## config.mk

```make
export PLATFORM = sky130hd
export DESIGN_NAME = codec_i2s_adc_capture
export DESIGN_NICKNAME = d
export VERILOG_FILES = /design/src/rtl/codec_audio_pkg.sv /design/src/rtl/codec_sync_edge.sv /design/src/rtl/codec_i2s_adc_capture.sv
export SDC_FILE = /design/constraint.sdc
export NUM_CORES = 1
export LEC_CHECK = 0
export ABC_AREA = 1
export ABC_CLOCK_PERIOD_IN_PS = 1800
export BUFFER_PORTS_ARGS = -buffer_cell sky130_fd_sc_hd__buf_2
export CAP_MARGIN = 20
export CORE_AREA = 8 8 83 85
export DETAILED_ROUTE_END_ITERATION = 7
export DIE_AREA = 0 0 91 93
export PLACE_DENSITY = 0.69
export SYNTH_ARGS = -nofsm -noshare
export SYNTH_HDL_FRONTEND = slang
export SYNTH_SLANG_ARGS = --single-unit
```

## constraint.sdc

```tcl
create_clock -name clk -period 1.8 [get_ports clk]
set_input_delay 0.36 -clock clk [delete_from_list [all_inputs] [get_ports clk]]
set_output_delay 0.36 -clock clk [all_outputs]
set_load 0.03 [all_outputs]
```

## src/rtl/codec_audio_pkg.sv

```systemverilog
`default_nettype none
// ============================================================================
// Module      : codec_audio_pkg
// Description : Shared types and constants for the codec audio capture path.
// Revision    : 1.0 - initial release
// ============================================================================
package codec_audio_pkg;

    // Sample width used when the instantiating code does not override it
    localparam int DATA_W_DEFAULT = 24;

    // I2S word-select polarity: LRCLK low carries left, high carries right
    localparam logic CH_LEFT  = 1'b0;
    localparam logic CH_RIGHT = 1'b1;

    // Capture sequencer states
    typedef enum logic [2:0] {
        IDLE  = 3'd0,
        SKIP  = 3'd1,
        SHIFT = 3'd2,
        DONE  = 3'd3,
        WAIT  = 3'd4
    } i2s_cap_state_t;

endpackage : codec_audio_pkg
`default_nettype wire

```

## src/rtl/codec_sync_edge.sv

```systemverilog
`default_nettype none
// ============================================================================
// Module      : codec_sync_edge
// Description : Multi-stage synchronizer for one asynchronous input plus a
//               registered copy of the synchronized level, giving level,
//               rising-edge and any-change pulses in the clk domain.
// Revision    : 1.0 - initial release
// ============================================================================
module codec_sync_edge #(
    parameter int SYNC_STAGES = 2
) (
    input  logic clk,
    input  logic reset,
    input  logic i_async,
    output logic o_level,
    output logic o_rise,
    output logic o_change
);

    logic [SYNC_STAGES-1:0] r_sync;
    logic                   r_q;

    // Synchronizer chain and one-cycle-delayed copy of its output
    always_ff @(posedge clk) begin
        if (reset) begin
            r_sync <= '0;
            r_q    <= 1'b0;
        end else begin
            r_sync <= {r_sync[SYNC_STAGES-2:0], i_async};
            r_q    <= r_sync[SYNC_STAGES-1];
        end
    end

    assign o_level  = r_sync[SYNC_STAGES-1];
    assign o_rise   = o_level & ~r_q;
    assign o_change = o_level ^ r_q;

endmodule : codec_sync_edge
`default_nettype wire

```

## src/rtl/codec_i2s_adc_capture.sv

```systemverilog
`default_nettype none
// ============================================================================
// Module      : codec_i2s_adc_capture
// Description : Oversamples the codec ADC I2S bus in the system clock domain
//               and deserializes one selected channel into a DATA_W-bit
//               two's-complement word, held stable for the downstream port.
//               Optional macro CODEC_I2S_PEAK_EN adds peak_out, the running
//               maximum magnitude of loaded samples.
// Revision    : 1.0 - initial release
// ============================================================================
module codec_i2s_adc_capture
    import codec_audio_pkg::*;
#(
    parameter int DATA_W      = DATA_W_DEFAULT,
    parameter int SYNC_STAGES = 2
) (
    input  logic              clk,
    input  logic              reset,
    input  logic              i2s_bclk,
    input  logic              i2s_lrclk,
    input  logic              i2s_adcdat,
    input  logic              chan_sel,
    input  logic              sample_ack,
    input  logic              ovr_clr,
    output logic [DATA_W-1:0] sample_out,
    output logic              sample_valid,
`ifdef CODEC_I2S_PEAK_EN
    output logic [DATA_W-2:0] peak_out,
`endif
    output logic              overrun
);

    localparam int                 c_CNT_W    = $clog2(DATA_W);
    localparam logic [c_CNT_W-1:0] c_LAST_BIT = c_CNT_W'(DATA_W - 1);
    localparam logic [c_CNT_W-1:0] c_CNT_ONE  = c_CNT_W'(1);

    // ------------------------------------------------------------------------
    // Input synchronization and edge detection
    // ------------------------------------------------------------------------
    logic w_bclk_rise;
    logic w_lrclk_s;
    logic w_lr_edge;
    logic w_adcdat_s;
    logic w_unused_bclk_level;
    logic w_unused_bclk_change;
    logic w_unused_lr_rise;
    logic w_unused_dat_rise;
    logic w_unused_dat_change;

    codec_sync_edge #(.SYNC_STAGES(SYNC_STAGES)) u_sync_bclk (
        .clk      (clk),
        .reset    (reset),
        .i_async  (i2s_bclk),
        .o_level  (w_unused_bclk_level),
        .o_rise   (w_bclk_rise),
        .o_change (w_unused_bclk_change)
    );

    codec_sync_edge #(.SYNC_STAGES(SYNC_STAGES)) u_sync_lrclk (
        .clk      (clk),
        .reset    (reset),
        .i_async  (i2s_lrclk),
        .o_level  (w_lrclk_s),
        .o_rise   (w_unused_lr_rise),
        .o_change (w_lr_edge)
    );

    // Data shares the bit clock's synchronizer depth, so it is aligned with
    // w_bclk_rise without further compensation.
    codec_sync_edge #(.SYNC_STAGES(SYNC_STAGES)) u_sync_adcdat (
        .clk      (clk),
        .reset    (reset),
        .i_async  (i2s_adcdat),
        .o_level  (w_adcdat_s),
        .o_rise   (w_unused_dat_rise),
        .o_change (w_unused_dat_change)
    );

    // ------------------------------------------------------------------------
    // Slot sequencer
    // ------------------------------------------------------------------------
    i2s_cap_state_t       r_state;
    i2s_cap_state_t       w_state_nxt;
    logic [c_CNT_W-1:0]   r_bit_cnt;
    logic [c_CNT_W-1:0]   w_bit_cnt_nxt;
    logic [DATA_W-1:0]    r_shift;
    logic [DATA_W-1:0]    w_shift_nxt;
    logic                 r_slot_ch;
    logic                 w_slot_ch_nxt;
    logic                 r_slot_sel;
    logic                 w_slot_sel_nxt;
    logic                 w_load;

    // Sequencer state, bit counter, shift register and per-slot latches
    always_ff @(posedge clk) begin
        if (reset) begin
            r_state    <= IDLE;
            r_bit_cnt  <= '0;
            r_shift    <= '0;
            r_slot_ch  <= CH_LEFT;
            r_slot_sel <= CH_LEFT;
        end else begin
            r_state    <= w_state_nxt;
            r_bit_cnt  <= w_bit_cnt_nxt;
            r_shift    <= w_shift_nxt;
            r_slot_ch  <= w_slot_ch_nxt;
            r_slot_sel <= w_slot_sel_nxt;
        end
    end

    // Next-state logic; LRCLK moves on falling BCLK, so its change pulse
    // always precedes the rising edge that SKIP consumes as the delay bit.
    always_comb begin
        w_state_nxt    = r_state;
        w_bit_cnt_nxt  = r_bit_cnt;
        w_shift_nxt    = r_shift;
        w_slot_ch_nxt  = r_slot_ch;
        w_slot_sel_nxt = r_slot_sel;
        w_load         = 1'b0;
        case (r_state)
            IDLE: begin
                if (w_lr_edge) begin
                    w_state_nxt = SKIP;
                end
            end
            SKIP: begin
                if (w_bclk_rise) begin
                    w_slot_ch_nxt  = w_lrclk_s;
                    w_slot_sel_nxt = chan_sel;
                    w_bit_cnt_nxt  = '0;
                    w_state_nxt    = SHIFT;
                end
            end
            SHIFT: begin
                if (w_lr_edge) begin
                    // Slot ended early: drop the partial word
                    w_state_nxt = SKIP;
                end else if (w_bclk_rise) begin
                    w_shift_nxt = {r_shift[DATA_W-2:0], w_adcdat_s};
                    if (r_bit_cnt == c_LAST_BIT) begin
                        w_state_nxt = DONE;
                    end else begin
                        w_bit_cnt_nxt = r_bit_cnt + c_CNT_ONE;
                    end
                end
            end
            DONE: begin
                w_load      = (r_slot_ch == r_slot_sel);
                w_state_nxt = w_lr_edge ? SKIP : WAIT;
            end
            WAIT: begin
                if (w_lr_edge) begin
                    w_state_nxt = SKIP;
                end
            end
            default: begin
                w_state_nxt = IDLE;
            end
        endcase
    end

    // ------------------------------------------------------------------------
    // Output word and handshake flags
    // ------------------------------------------------------------------------
    logic w_ovr_set;

    // An unacknowledged sample being overwritten is the only overrun source
    assign w_ovr_set = w_load & sample_valid & ~sample_ack;

    // Load wins over ack for valid; overrun set wins over clear
    always_ff @(posedge clk) begin
        if (reset) begin
            sample_out   <= '0;
            sample_valid <= 1'b0;
            overrun      <= 1'b0;
        end else begin
            if (w_load) begin
                sample_out <= r_shift;
            end
            sample_valid <= w_load | (sample_valid & ~sample_ack);
            overrun      <= w_ovr_set | (overrun & ~ovr_clr);
        end
    end

`ifdef CODEC_I2S_PEAK_EN
    // ------------------------------------------------------------------------
    // Peak magnitude tracker
    // ------------------------------------------------------------------------
    logic [DATA_W-2:0] w_low;
    logic [DATA_W-2:0] w_neg_low;
    logic [DATA_W-2:0] w_abs;

    // For a negative word, -x = 2^(N-1) - low bits; a zero low part is the
    // most negative value, whose magnitude saturates to all ones.
    assign w_low     = r_shift[DATA_W-2:0];
    assign w_neg_low = (~w_low) + {{(DATA_W-2){1'b0}}, 1'b1};
    assign w_abs     = !r_shift[DATA_W-1] ? w_low :
                       (w_low == '0)      ? {(DATA_W-1){1'b1}} : w_neg_low;

    // Running maximum over loads, restarted by the consumer's ack
    always_ff @(posedge clk) begin
        if (reset) begin
            peak_out <= '0;
        end else if (w_load) begin
            if (sample_ack || (w_abs > peak_out)) begin
                peak_out <= w_abs;
            end
        end else if (sample_ack) begin
            peak_out <= '0;
        end
    end
`endif

endmodule : codec_i2s_adc_capture
`default_nettype wire

```

Yosys cells after proc, flatten, opt, wreduce, memory -nomap -nowiden
Cells that the tools add are included.
- register bits: 68
- input bits: 8
- output and inout bits: 26
- word-level logic and storage cells: 59
- add/subtract/negate cells: 1
- eq/ne operators: 13
- muxes and demuxes: 13
- bitwise logic cells: 12
- reductions and logical operators: 7
- operators with widths (kind ; number):
    $mux 5 ; 4
    $mux 3 ; 6
    $pmux 3 s4 ; 1
    $pmux 5 s2 ; 1
    $eq 3x2->1 const B ; 2
    $ne 2x1->1 const B ; 3
    $add 5x1->5 const B ; 1
    $and 1x1->1 ; 5
    $eq 5x5->1 const B ; 1
    $reduce_and 5->1 ; 1
    $ne 2x2->1 const B ; 2
    $not 1->1 ; 4
    $reduce_and 4->1 ; 1
    $eq 3x1->1 const B ; 1
    $eq 3x3->1 const B ; 1
    $logic_not 3->1 ; 1
    $ne 3x2->1 const B ; 1
    $ne 3x3->1 const B ; 1
    $reduce_and 3->1 ; 1
    $or 1x1->1 ; 2
    $reduce_and 2->1 ; 1
    $reduce_bool 2->1 ; 1
    $reduce_or 2->1 ; 1
    $eq 1x1->1 ; 1
    other kinds (2) ; 2

Logic depth before layout (Yosys ltp)
Gate-level depths: netlist (run 1).
- depth after elaboration: 5
- mapped depth: 10
- gate-level depth less buffers: 10

Hierarchy
From an unflattened synthesis (run 1), not the netlist that was laid out.
- cells, all modules: 354
- area total of the unflattened synthesis: 2672.6 um^2
- modules (own cells, without submodules) (module ; instances ; cells each ; area an instance (um^2) ; sequential area each (um^2)):
    codec_i2s_adc_capture ; 1 ; 318 ; 2364.8 ; 1201.2
    codec_sync_edge ; 3 ; 12 ; 102.6 ; 60.1

Least setup slack after synthesis (run 1)
OpenSTA, ideal clock, no wires.
- path type: register -> register
- start: reg u_sync_bclk.r_sync[1]
- end: reg r_shift[10]
- library setup time: 0.112 ns
- arrival time: 1.289 ns
- data required time: 1.688 ns
- slack: 0.400 ns
- cell stages (with the launch flop): 9
- path buffers: 3
- period minus slack after synthesis: 1.400 ns
- path through: dfxtp_1 inv_1 or2_1 buf_2 or2_1 buf_6 buf_6 nor2_2 nor2_1
- longest elaborated chain between the ends: 2
- RTL lines (what ; line ; RTL):
    start, declared ; codec_sync_edge.sv:20 ; logic [SYNC_STAGES-1:0] r_sync;
    start signal, assigned ; codec_sync_edge.sv:29 ; r_sync <= {r_sync[SYNC_STAGES-2:0], i_async};
    $and 1x1->1 ; codec_sync_edge.sv:35 ; assign o_rise = o_level & ~r_q;
    $reduce_and 3->1 (no line) ; - ;
    end signal, assigned ; codec_i2s_adc_capture.sv:105 ; r_shift <= w_shift_nxt;
    end, declared ; codec_i2s_adc_capture.sv:86 ; logic [DATA_W-1:0] r_shift;
Every way passes these cells.
A chain may end at the register's enable or synchronous reset.

Worst setup path in the final report (run 1)
- start: reg r_state[1]
- end: reg r_shift[10]
- longest elaborated chain between the ends: 2
- RTL lines (what ; line ; RTL):
    start, declared ; codec_i2s_adc_capture.sv:82 ; i2s_cap_state_t r_state;
    start signal, assigned ; codec_i2s_adc_capture.sv:103 ; r_state <= w_state_nxt;
    $eq 3x2->1 ; codec_i2s_adc_capture.sv:120 ; case (r_state)
    $reduce_and 3->1 (no line) ; - ;
Every way passes these cells.

==> results of run 1 <==
[worst min path at each step]
stage | start | endpoint | slack, ns
after floorplan | u_sync_adcdat.r_sync[0] | u_sync_adcdat.r_sync[1] | 0.39
after global placement | u_sync_lrclk.r_sync[0] | u_sync_lrclk.r_sync[1] | 0.39
after detailed placement | u_sync_lrclk.r_sync[0] | u_sync_lrclk.r_sync[1] | 0.39
after CTS | i2s_lrclk | u_sync_lrclk.r_sync[0] | 0.20
after global routing | i2s_bclk | u_sync_bclk.r_sync[0] | 0.21
final | i2s_lrclk | u_sync_lrclk.r_sync[0] | 0.22
[area by class of cell]
class / count / area (um2)
clock buffers: 9 / 123.9
clock inverters: 7 / 125.1
fillers: 544 / 2504
inverters: 48 / 180.2
multi-input cells: 236 / 1067
flip-flops and latches: 68 / 1361
well taps: 75 / 93.84
repair buffers: 37 / 220.2
[tightest hold or removal path: cells and delay by family]
kind / cells / cell delay [ns]
buffers and inverters: 2 / 0.10
and+or+nand+nor: 1 / 0.06
[state kept, by name (all words and copies together), names as in the netlist]
signal	count
u_sync_lrclk.r_sync	2
r_shift	24
u_sync_bclk.r_q	1
u_sync_bclk.r_sync	2
sample_valid	1
sample_out	24
r_slot_sel	1
r_slot_ch	1
r_state	3
u_sync_lrclk.r_q	1
r_bit_cnt	5
overrun	1
u_sync_adcdat.r_sync	2
[cells in the final DEF (no fill, tap or decap), drive strengths merged]
| cell type | n |
|---|---|
| o21ai | 32 |
| ha | 1 |
| nand4 | 1 |
| bufinv | 3 |
| a21oi | 30 |
| or2 | 2 |
| inv | 48 |
| nand3 | 13 |
| nand2 | 75 |
| clkbuf | 9 |
| clkinv | 4 |
| buf | 37 |
| dfxtp | 68 |
| xnor2 | 1 |
| nor2 | 78 |
| nor3 | 3 |
[cells in the mapped netlist (all sizes together)]
cell type | number | area, um2
nor2 | 78 | 350.3
o21ai | 32 | 160.2
nand3 | 13 | 65.06
nand2 | 75 | 286.5
ha | 1 | 12.51
or2 | 2 | 12.51
nor3 | 3 | 15.01
xnor2 | 1 | 8.760
nand4 | 1 | 6.260
a21oi | 30 | 150.1
dfxtp | 68 | 1361
clkbuf | 6 | 22.52
inv | 48 | 180.2
buf | 12 | 77.57
[logic make-up after synthesis]
group	count (synthesis)	share of synthesized area (%)
simple gates	172	27.16
compound gates	62	11.45
fa+ha+maj	1	0.4618
buf+inv	66	10.35
flops	68	50.25
xor+xnor	1	0.3234
[layer usage]
metal | track usage, % | vias to the layer above
met4 | 9.823 | 0
met3 | 3.606 | 13
li1 | - | 1199
met5 | 0 | -
met2 | 20.01 | 44
met1 | 14.92 | 964
[per-stage QoR]
stage,instance area [um2],setup slack [ns],power (mW)
finish,3172,0.2873,3.968
global route,3172,0.09794,4.182
CTS,3172,0.2874,4.017
detailed placement,2923,0.3013,2.479
global placement,2923,0.3311,2.465
floorplan,2709,0.3999,2.303
[power breakdown]
part	leakage, nW	internal, mW	switching (mW)	total, mW
Clock	0.124	0.929	0.598	1.53
Sequential	0.551	1.65	0.0870	1.73
Combinational	0.936	0.219	0.489	0.709
==> metrics.txt, run 1 <==
CTS root buffer=clkbuf_8; Slew headroom=81.62%; WP depth=8; Post-DRT Antenna Nets=0; cell count after placement=464; top sig layer=met4; Num CTS Buffers=9; worst hold path type=input pin to flop; crit-path cells=nand2_2 > nor2_4 > nand2_2 > or2_2 > buf_12 > nand2_1 > nand2_1 > nor2_1; Critical R2R Capture=r_shift[10]; # IOs=34; WL met3=243 um; GRT Residual Overflow=0; setup TNS=0 ns; CP top delay family=simple AND/OR/NAND/NOR gates; crit path to=r_shift[10]; clock sink count=68; largest net degree at the start of global routing=50; status=completed; die span in y=93 um; Worst Setup Start Kind=flop; Netlist Area Pre-Place=0.002709 mm2; Routed WL per cell=10.39 um; R2R Setup Slk=0.29 ns; cts hold-fix bufs=0; Worst Reg-to-Reg Cells=8; Synth Warn #=0; final hold violations=0; Crit path required time=2.08 ns; max cap viols=0; Final Max Slew Viols=0; Core Box Area=0.005675 mm2; drt drc=0; Hold Worst Slack=0.2208 ns; Critical Path Sink Type=flop; WHS Path Cells=3; fin cells=480; Tightest Pin Transition=0.2753 ns; RSZ-0062 raised after global routing=no; first-pass GRT wire length=8894 um; critical path type=flop to flop; clock tree from TritonCTS=done; Synth-to-Final Area Change=17.09%; antenna diode count=0; Peak VDD IR=0.6072 mV; vias in the first global route=2066; htree depth=3; slowest CP cell=dfxtp_1; DIE WIDTH=91 um; number of distinct library cells after synthesis=20; Worst Path Arrival=1.79 ns; LEAKAGE=1.611 nW; Post-Route WL=4986 um; worst setup path start=r_state[1]; maximum fanout along the worst path=48; Post-Route M1 WL=2428 um; Syn Area/Cell=7.321 um2; setup bufs post-CTS=0; drt pass-1 iters=4; HPWL Detailed=3274 um; Syn Nets=379; clock latency at the later pin of the worst-skew pair=0.34 ns; All-Layer GR Usage=12.89%; Pwr Density=1251 mW/mm2; clock buffer depth=2; min Tclk post-route=1.513 ns; final worst-path cycle share=84.04%; crit-path max cell delay=0.41 ns; Gate Count Post-Synth=370; final net count=409; GPL Wtd Cong=0.8716; final core utilization=55.89%; antenna violations before repair=0; via count=2220; share of cells above drive strength 1=19.26%; clk slew on worst S/H paths=0.07 ns; crit path buf inv count=1; post-synthesis sequential area ratio=50.25%; initial core utilization=47.73%; Initial DRC Count=90; Max Fclk=661.1 MHz; post-CTS resize count=0; final setup skew=0.007865 ns; Final setup viols=0; row count=28; R2R Path Start=r_state[1]; Yosys reg bits=68; DIE AREA=0.008463 mm2; I/O Buffers=33; Routed met2 length=2167 um; Via-to-Cell Ratio=4.625
(Power assumes the default switching activity.)
==> run 2, diff against run 1 <==
ABC_AREA = 0   (was 1)
ABC_CLOCK_PERIOD_IN_PS = 1300   (was 1800)
CORE_AREA = 8 8 82 84   (was 8 8 83 85)
DIE_AREA = 0 0 90 92   (was 0 0 91 93)
PLACE_DENSITY = 0.71   (was 0.69)
clock period = 1.3 ns   (was 1.8 ns; I/O delays follow)
==> metrics.txt, run 2 <==
Min-Delay Endpoint=u_sync_bclk.r_sync[0]; DIE AREA=0.008280 mm2; HPWL Detailed=3675 um; cell taking the most area after synthesis=dfxtp_1; Synth Warn #=0; Place WS=-0.1055 ns; Worst Reg-to-Reg Cells=5; most frequent cell after synthesis=nand2_1; synth top area cells=dfxtp_1 52%, nand2_1 14%, a21oi_2 6.7%, a21oi_1 6.3%, nor2b_1 2.2%; area share of fa/ha/maj cells after synthesis=0.4782%; WHS Path Cells=2; Synth top cells by count=100 x nand2_1, 68 x dfxtp_1, 33 x a21oi_1; via count=2320; drt drc=0; clock buffer depth=2; clock tree from TritonCTS=done; antenna diode count=0; largest registers=r_shift (24), sample_out (24), r_bit_cnt (5); LEAKAGE=1.602 nW; share of cells above drive strength 1=45.38%; status=finished with violations; GPL Wtd Cong=0.7765; post-synthesis sequential area ratio=52.03%; Worst Setup Start Kind=flop; cts hold-fix bufs=0; Gate Count Post-Synth=298; min Tclk post-route=1.441 ns; I/O Buffers=33; clk slew on worst S/H paths=0.07 ns; drt pass-1 iters=4; Max Fclk=693.9 MHz; largest family of logic cells by synthesized area=simple AND/OR/NAND/NOR gates; Netlist Area Pre-Place=0.002616 mm2; Tightest Pin Transition=0.4239 ns; clock latency at the later pin of the worst-skew pair=0.35 ns; Final Max Slew Viols=0; max cap viols=0; Slew headroom=71.74%; R2R Path Start=r_state[2]; final hold violations=0; Post-Route WL=6837 um; die span in y=92 um; Peak VDD IR=0.8468 mV; # IOs=34; Synth top area share=52.03%; Synth Area in XOR/XNOR=1.339%; largest net degree at the start of global routing=32; All-Layer GR Usage=14.48%; Routed WL per cell=15.54 um; Crit path required time=1.58 ns; Via-to-Cell Ratio=5.273; RSZ-0062 raised after global routing=yes; Final setup viols=34; maximum fanout along the worst path=6; Synth Area in Compound Gates=18.17%; commonest non-fill, non-tap cells in the layout=76 x nand2_1, 60 x dfxtp_1, 33 x buf_2; Design Area, Final=0.003707 mm2; Setup WS post-layout=-0.1411 ns; Yosys reg bits=68; Async SR Flop Fraction=0%; Synth-to-Final Area Change=41.70%; final core utilization=68.59%; worst hold path type=input pin to flop; first-pass GRT wire length=9867 um; Syn Nets=307; Post-Synth Simple-Gate Area=23.48%; Post-synth EDFFs=0; Core Box Area=0.005405 mm2; number of distinct library cells after synthesis=41; Placed Area=0.003010 mm2; R2R Setup Slk=-0.14 ns; commonest non-fill, non-tap cell in the layout=nand2_1; DIE WIDTH=90 um; Initial DRC Count=175; GRT Residual Overflow=0; htree depth=3; Post-DRT Antenna Nets=0; Pwr Density=1230 mW/mm2; share of synthesized area spent on multiplexers=0.4304%; CTS root buffer=clkbuf_8; Syn Area/Cell=8.779 um2; Num CTS Buffers=9; final setup skew=0.01478 ns; min-delay src=i2s_bclk; final worst-path cycle share=110.9%; dominant synthesized flop cell=dfxtp_1; final net count=372; vias in the first global route=2176; initial core utilization=48.40%; Worst Path Arrival=1.72 ns; Critical Path Sink Type=flop; row count=27; Critical R2R Capture=r_shift[13]; clock sink count=68; violated checks=setup timing; antenna violations before repair=0; critical path type=flop to flop
[run 2: cell count changes in the layout (fill, tap and decap cells not counted), sizes merged, moves of 9 or more]
cell,previous run,this run
a21oi,30,53
buf,37,69
inv,48,0
nand2,75,100
nand3,13,4
nor2,78,4
nor2b,0,9
o21ai,32,2
[run 2: timing repair]
item / in CTS / in global routing
cloned: 1 / 6
pin swaps: 4 / 44
setup buffers: 4 / 3
setup endpoints to repair: 52 / 56
gates resized for setup: 8 / 69
[run 2: stage by stage]
step	TNS (ns)	hold WS, ns	total power, mW	instances
floorplan	-0.7173	0.3882	2.240	298
global placement	-1.726	0.4233	2.286	410
detailed placement	-2.423	0.4284	2.288	410
CTS	-0.9665	0.1196	4.566	431
global route	-5.759	0.1067	4.698	440
finish	-2.790	0.1241	4.561	440
[run 2: cell families after synthesis]
kind of cell	count (synthesis)
xor+xnor	4
mux	1
flops	68
simple gates	136
fa+ha+maj	1
compound gates	68
buf+inv	20
[run 2: area by class of cell]
type	instances	area, um2
tap	72	90.09
clock buffer	10	127.6
timing repair buffer	71	540.5
clock inverter	6	136.4
multi-input combinational	213	1439
sequential	68	1374
fill	408	1698
[run 2: how the worst max path moves through the flow]
stage | startpoint | to | slack [ns] | cells past startpoint
final | r_state[2] | r_shift[13] | -0.14 | 5
after global routing | r_state[2] | r_shift[6] | -0.21 | 5
after CTS | r_state[2] | r_bit_cnt[0] | -0.07 | 4
after detailed placement | r_state[0] | r_shift[11] | -0.11 | 5
after global placement | r_state[0] | r_shift[8] | -0.07 | 5
after floorplan | r_state[0] | r_shift[12] | -0.04 | 7
[run 2: where the power goes]
group / internal [mW] / switching (mW) / leakage, nW
Sequential: 2.09 / 0.0113 / 0.553
Combinational: 0.0678 / 0.0910 / 0.922
Clock: 1.47 / 0.825 / 0.127
Total: 3.63 / 0.927 / 1.60
[run 2: metal layers]
| metal | up-vias | GRT usage, % | share of wire, % |
|---|---|---|---|
| met4 | 0 | 4.161 | 1.8 |
| li1 | 1131 | - | - |
| met2 | 53 | 24.72 | 51 |
| met1 | 1125 | 16.25 | 42 |
| met3 | 11 | 5.949 | 4.8 |
| met5 | - | 0 | 0 |
[run 2: critical path: stages, from the launching register on]
cell	delay [ns]
dfxtp_4	0.37
nor3b_4	0.28
and3_4	0.35
clkbuf_16	0.20
nand2_4	0.05
a21oi_2	0.12
